$ cat src/rtl/d_phy_receiver_lane.sv
// Single HS data lane receiver: DDR sampling, 0xB8 sync hunt at either bit phase,
// then one byte strobe every four clock_p cycles until reset or an invalid line sample.
module d_phy_receiver_lane (
   input  logic       clock_p,
   input  logic       reset,
   input  logic       clock_n,
   input  logic       data_p,
   input  logic       data_n,
   output logic [7:0] data,
   output logic       enable
);

   localparam logic [7:0] SyncByte = 8'hB8;

   typedef enum logic [0:0] {StIdle, StReceive} state_e;

   state_e      state_q, state_d;
   logic        f_q;
   logic [9:0]  w_q, w_d;
   logic [1:0]  cnt_q, cnt_d;
   logic        phase_q, phase_d;
   logic [7:0]  data_d;
   logic        enable_d;
   logic        line_valid;
   logic        unused_clock_n;

   assign unused_clock_n = clock_n;

   // Falling-edge half of the DDR pair; shifted in together with the rising-edge sample.
   always_ff @(negedge clock_p) begin
      f_q <= data_p;
   end

   assign w_d        = {data_p, f_q, w_q[9:2]};
   assign line_valid = (data_p != data_n);

   always_comb begin
      state_d  = state_q;
      cnt_d    = cnt_q;
      phase_d  = phase_q;
      data_d   = data;
      enable_d = 1'b0;
      if (!line_valid) begin
         state_d = StIdle;
         cnt_d   = 2'd0;
      end else begin
         unique case (state_q)
            StIdle: begin
               cnt_d = 2'd0;
               if (w_d[9:2] == SyncByte) begin
                  state_d = StReceive;
                  phase_d = 1'b0;
               end else if (w_d[8:1] == SyncByte) begin
                  state_d = StReceive;
                  phase_d = 1'b1;
               end
            end
            StReceive: begin
               cnt_d = cnt_q + 2'd1;
               // Counter wrapping to zero marks eight fresh bits past the last boundary.
               if (cnt_q == 2'd3) begin
                  data_d   = phase_q ? w_d[8:1] : w_d[9:2];
                  enable_d = 1'b1;
               end
            end
            default: begin
               state_d = StIdle;
               cnt_d   = 2'd0;
            end
         endcase
      end
   end

   always_ff @(posedge clock_p) begin
      if (!reset) begin
         state_q <= StIdle;
         w_q     <= 10'd0;
         cnt_q   <= 2'd0;
         phase_q <= 1'b0;
         data    <= 8'h00;
         enable  <= 1'b0;
      end else begin
         state_q <= state_d;
         w_q     <= w_d;
         cnt_q   <= cnt_d;
         phase_q <= phase_d;
         data    <= data_d;
         enable  <= enable_d;
      end
   end

endmodule

$ cat config.mk
export PLATFORM = sky130hd
export DESIGN_NAME = d_phy_receiver_lane
export DESIGN_NICKNAME = d
export VERILOG_FILES = /design/src/rtl/d_phy_receiver_lane.sv
export SDC_FILE = /design/constraint.sdc
export NUM_CORES = 1
export LEC_CHECK = 0
export BUFFER_PORTS_ARGS = -buffer_cell sky130_fd_sc_hd__buf_4
export CAP_MARGIN = 5
export CORE_AREA = 2 2 44 46
export DETAILED_ROUTE_END_ITERATION = 10
export DIE_AREA = 0 0 46 48
export PLACE_DENSITY = 0.77
export SLEW_MARGIN = 20
export SYNTH_ARGS = -nofsm -noshare
export SYNTH_HDL_FRONTEND = slang
export SYNTH_SLANG_ARGS = --single-unit
$ cat constraint.sdc
create_clock -name clock_p -period 1.6 [get_ports clock_p]
set_input_delay 0.08 -clock clock_p [delete_from_list [all_inputs] [get_ports clock_p]]
set_output_delay 0.08 -clock clock_p [all_outputs]
set_load 0.05 [all_outputs]
==> impl_metrics.json, run 1 <==
{
  "status": "finished with violations",
  "failed_checks": "setup timing",
  "fin_nets": 97,
  "drt_iter0_drc": 5,
  "power_frac_comb_pct": 5.9,
  "numCtsBuffers": 3,
  "ios": 14,
  "internal-power_w": 0.000651,
  "slew_violations": 0,
  "synth-async-reset-ratio_pct": 0,
  "final_cell_mix": "dfxtp_1 (20), buf_4 (15), and2_1 (9)",
  "cts_tree": "built",
  "die_x_um": 46,
  "num_vias": 582,
  "ys_types": 21,
  "syn_area_um2": 842,
  "vias_per_cell": 5.44,
  "routedWlPerCell_um": 13.3,
  "crit_path_end_kind": "flip-flop",
  "setup_slack_ns": -0.254,
  "max_cap_violations": 0,
  "ys_seq_elements": 21,
  "clk_pin_slew_ns": 0.11,
  "p_leak_nw": 0.491,
  "required_ns": 1.80,
  "pwr-share-seq_pct": 63.7,
  "worstSetupStartpointType": "flip-flop",
  "tns_ns": -0.694,
  "syn_to_final_growth_pct": 16.9,
  "ys_warn_count": 0,
  "pre_cts_ws_ns": -0.215,
  "max_stage_delay_ns": 0.33,
  "crit_chain": "nor4bb_4 > nand4_1 > and3_1",
  "worstSetupPathType": "flip-flop to flip-flop",
  "hold_ws_ns": 0.0420,
  "cts_setup_buffers": 0,
  "clock_latency_ns": 0.35,
  "port_buffers": 12,
  "cpMaxStageDelayCell": "dfxtp_2",
  "swShare_pct": 23.1,
  "initial_core_util_pct": 49.9,
  "avgSynthCellArea_um2": 11.1,
  "tightest_slew_ns": 0.498,
  "drc_errors": 0,
  "placed_area_um2": 948,
  "rsz0062_at_grt": "yes",
  "grt_max_degree": 19,
  "hold_path_class": "input pin to flip-flop",
  "synth-edff-count": 0,
  "firstDrtPassIters": 4,
  "hold_viol": 0,
  "p_sw_w": 0.000195,
  "antenna_found_initial": 0,
  "overflow": 0,
  "grt_usage_pct": 14.6,
  "path_max_fanout": 3,
  "synth.net_count": 82,
  "clock_skew_ns": 0.0655,
  "postRouteWirelength_mm": 1.43,
  "dp.cells": 103,
  "dieArea_um2": 2210,
  "ant_nets": 0,
  "final_common_cell": "dfxtp_1",
  "grt_pass1_vias": 541,
  "cts-root-buf": "clkbuf_4",
  "seq_area_frac_synth_pct": 49.9,
  "dieHeight_um": 48,
  "peakVddDrop_mv": 0.413,
  "clock_sinks": 21,
  "syn_inst": 76,
  "final_cells": 107,
  "cellPowerDensity_nw_per_um2": 859,
  "fp-row-count": 15,
  "place_congestion": 0.702,
  "diodes": 0,
  "pwr-share-clk_pct": 30.4,
  "drive_gt1_share_pct": 27.8,
  "setup_viol": 4,
  "fp.coreArea_um2": 1690,
  "slew_headroom_pct": 66.7,
  "clockBufferDepth": 2,
  "arrival_ns": 2.05,
  "grt_pass1_wl_mm": 2.26,
  "cts_max_level": 1,
  "hpwl_um": 981,
  "synth-main-ff-cell": "dfxtp_1",
  "final_area_um2": 985
}
final cells by class:
cell class	instances	area, um^2
clock buffer	3	22.5
multi-input combinational	47	390
clock inverter	2	8.76
fill	154	704
timing repair buffer	15	113
inverter	2	7.51
tap	17	21.3
sequential	21	422
registers in the layout (all words and copies together), names as in the netlist:
| name | flops |
|---|---|
| f_q | 1 |
| enable | 1 |
| data | 8 |
| cnt_q | 2 |
| state_q | 1 |
| phase_q | 1 |
| w_q | 7 |
through the flow:
step	total power (W)	utilization [%]
after CTS	0.000853	58.3
after global routing	0.000890	58.3
after global placement	0.000606	56.1
after floorplan	0.000586	-
after detailed placement	0.000607	56.1
final	0.000846	58.3
cells by family (layout without fill, tap and decap cells):
| group | count (synthesis) | in the layout | share of synthesized area [%] |
|---|---|---|---|
| flip-flops | 21 | 21 | 49.9 |
| XOR/XNOR | 1 | 1 | 1.93 |
| AND/OR/NAND/NOR | 26 | 26 | 19.8 |
| adder cells (fa/ha/maj) | 1 | 1 | 1.49 |
| AO/OA/AOI/OAI | 11 | 11 | 11.9 |
| multiplexers | 8 | 8 | 9.51 |
| buffers and inverters | 8 | 22 | 5.50 |
synth_stat cells, types with 2 or more instances:
library cell	n	share of area [%]
mux2i_1	8	9.5
o211a_1	8	9.5
and4bb_2	2	3.0
nand3_1	8	4.8
inv_1	3	1.3
and3_1	2	1.5
buf_4	2	1.8
and2_1	9	6.7
dfxtp_1	21	50
nor3_1	2	1.2
power groups by stage:
| stage | Clock [W] | Sequential, W | Combinational, W |
|---|---|---|---|
| after CTS | 0.000263 | 0.000539 | 0.0000507 |
| final | 0.000257 | 0.000539 | 0.0000498 |
| after detailed placement | 0.00000782 | 0.000550 | 0.0000489 |
| after global placement | 0.00000782 | 0.000550 | 0.0000481 |
| after floorplan | 0.00000782 | 0.000548 | 0.0000299 |
| after global routing | 0.000294 | 0.000541 | 0.0000555 |
routing by layer:
layer / track usage, % / part of all wire, % / vias up
li1: - / - / 300
met1: 19.2 / 51 / 272
met2: 22.8 / 45 / 8
met3: 3.40 / 2.7 / 2
met4: 6.86 / 0.84 / 0
met5: 0 / 0 / -
path summary, 6_finish.rpt:
kind | startpoint | to | slack, ns | cells after the start
max | f_q | phase_q | -0.25 | 3
min | data_p | w_q[9] | 0.04 | 2
max reg2reg | f_q | phase_q | -0.25 | 3
min reg2reg | cnt_q[0] | cnt_q[0] | 0.44 | 1
critical path, delay by kind of cell (launching register included):
family           cells  cell delay [ns]
and+or+nand+nor      3             0.57
DFF                  1             0.33
timing repair:
| item | CTS | global route |
|---|---|---|
| resized for setup | 2 | 0 |
| endpoints found under the setup margin | 4 | 4 |
| hold buffers | 0 | 0 |
| hold endpoints to repair | 0 | 0 |
| pin swaps | 3 | 1 |
Power figures use the tool's default switching activity.
==> run 2: changes to the inputs <==
ABC_AREA = 0   (was unset)
BUFFER_PORTS_ARGS = -buffer_cell sky130_fd_sc_hd__clkbuf_2   (was -buffer_cell sky130_fd_sc_hd__buf_4)
CORE_AREA = 2 2 42 44   (was 2 2 44 46)
CTS_BUF_LIST = sky130_fd_sc_hd__clkbuf_2 sky130_fd_sc_hd__clkbuf_4 sky130_fd_sc_hd__clkbuf_8   (was unset)
DIE_AREA = 0 0 44 46   (was 0 0 46 48)
PLACE_DENSITY = 0.83   (was 0.77)
==> impl_metrics.json, run 2 (same netlist as run 1, synthesis figures left out) <==
{
  "reg2reg_from": "f_q",
  "arrival_ns": 2.03,
  "cellPowerDensity_nw_per_um2": 881,
  "p_leak_nw": 0.482,
  "grt_pass1_vias": 562,
  "clockBufferDepth": 2,
  "port_buffers": 12,
  "overflow": 0,
  "max_stage_delay_ns": 0.33,
  "fp.coreArea_um2": 1610,
  "r2r_end": "phase_q",
  "cpMaxStageDelayCell": "dfxtp_2",
  "min_from": "data_p",
  "path_max_fanout": 3,
  "diodes": 0,
  "status": "finished with violations",
  "worstSetupStartpointType": "flip-flop",
  "ant_nets": 0,
  "firstDrtPassIters": 4,
  "routedWlPerCell_um": 13.1,
  "cts_tree": "built",
  "setup_slack_ns": -0.224,
  "worstSetupPathType": "flip-flop to flip-flop",
  "dieArea_um2": 2020,
  "die_x_um": 44,
  "num_vias": 593,
  "antenna_found_initial": 0,
  "syn_to_final_growth_pct": 13.4,
  "grtUsageMet2_pct": 25.6,
  "tightest_slew_ns": 0.484,
  "clk_pin_slew_ns": 0.11,
  "hold_viol": 0,
  "postRouteWirelength_mm": 1.40,
  "tns_ns": -0.665,
  "slew_violations": 0,
  "ios": 14,
  "dieHeight_um": 46,
  "hpwl_mm": 1.04,
  "final_area_um2": 955,
  "clock_skew_ns": 0.0615,
  "grt_usage_pct": 17.2,
  "initial_core_util_pct": 52.2,
  "cp_num_buf_inv": 0,
  "cts_max_level": 1,
  "failed_checks": "setup timing",
  "rsz0062_at_grt": "yes",
  "grt_pass1_wl_mm": 2.44,
  "regMostFlops": "data",
  "hold_path_class": "input pin to flip-flop",
  "fin_nets": 97,
  "drive_gt1_share_pct": 27.8,
  "final_cell_mix": "dfxtp_1 (20), clkbuf_2 (12), and2_1 (9)",
  "cp_top_family": "simple AND/OR/NAND/NOR gates",
  "reg2reg_slack_ns": -0.22,
  "crit_chain": "and4bb_2 > a41o_1 > and3_1",
  "reg.largest.list": "data (8), w_q (7), cnt_q (2)",
  "grt_max_degree": 19,
  "clock_latency_ns": 0.36,
  "setup_viol": 4,
  "peakVddDrop_mv": 0.361,
  "holdPathEnd": "w_q[9]",
  "largest_reg_flops": 8,
  "place_congestion": 0.750,
  "drt_iter0_drc": 8,
  "vias_per_cell": 5.54,
  "max_cap_violations": 0,
  "gr-max-usage-layer": "met2",
  "fp-row-count": 15,
  "crit_path_end_kind": "flip-flop",
  "min_path_cells": 2,
  "cts_hold_buf": 0,
  "clock_sinks": 21,
  "grt_use_met1_pct": 21.9,
  "slew_headroom_pct": 67.7,
  "numCtsBuffers": 3,
  "grt_use_met3_pct": 3.57,
  "cts-root-buf": "clkbuf_4",
  "required_ns": 1.80,
  "final_common_cell": "dfxtp_1",
  "r2r_cells": 3,
  "placed_area_um2": 918,
  "drc_errors": 0
}
-- run 2: cell count changes in the layout (fill, tap and decap cells not counted), sizes merged --
cell    before  now
buf         15    3
clkbuf       3   15
-- run 2: what timing repair did --
| action | in CTS | in global routing |
|---|---|---|
| setup endpoints to repair | 4 | 4 |
| setup buffers | 0 | 0 |
| gates resized for setup | 1 | 0 |
| endpoints found under the hold margin | 0 | 0 |
| pin swaps | 5 | 3 |
-- run 2: where the power goes --
group | switching, W | internal, W | leakage [nW]
registers | 0.00000804 | 0.000531 | 0.171
logic | 0.0000264 | 0.0000213 | 0.289
clock network | 0.000158 | 0.0000964 | 0.0230
total | 0.000193 | 0.000649 | 0.482
-- run 2: cell type report --
class	instances	area (um^2)
Inverter	2	7.51
Timing Repair Buffer	15	82.6
Multi-Input combinational cell	47	390
Tap cell	17	21.3
Clock inverter	2	8.76
Clock buffer	3	22.5
Fill cell	140	659
Sequential cell	21	422
-- run 2: worst max-delay path by stage --
stage	from	end	slack [ns]	cells past startpoint
floorplan	f_q	phase_q	-0.16	3
global placement	f_q	phase_q	-0.17	3
detailed placement	f_q	phase_q	-0.21	3
CTS	f_q	phase_q	-0.23	3
global route	f_q	phase_q	-0.29	3
finish	f_q	phase_q	-0.22	3
-- run 2: stage by stage --
step,utilization (%),power (W),hold WS [ns],setup WS (ns),instances
final,59.1,0.000842,0.0673,-0.224,107
after global routing,59.1,0.000877,0.0907,-0.289,107
after CTS,59.1,0.000851,0.0735,-0.226,107
after detailed placement,56.9,0.000604,0.392,-0.214,103
after global placement,56.9,0.000602,0.382,-0.172,103
after floorplan,-,0.000586,0.202,-0.160,76
-- run 2: layer usage --
metal	vias to the layer above	routed length, um	part of all wire (%)
met5	-	0	0
met4	0	50	3.6
met3	5	32	2.3
met2	12	644	46
met1	273	673	48
li1	303	-	-
-- run 2: worst reg2reg max path: stages (launching register included) --
cell      delay, ns
dfxtp_2        0.33
and4bb_2       0.22
a41o_1         0.17
and3_1         0.15
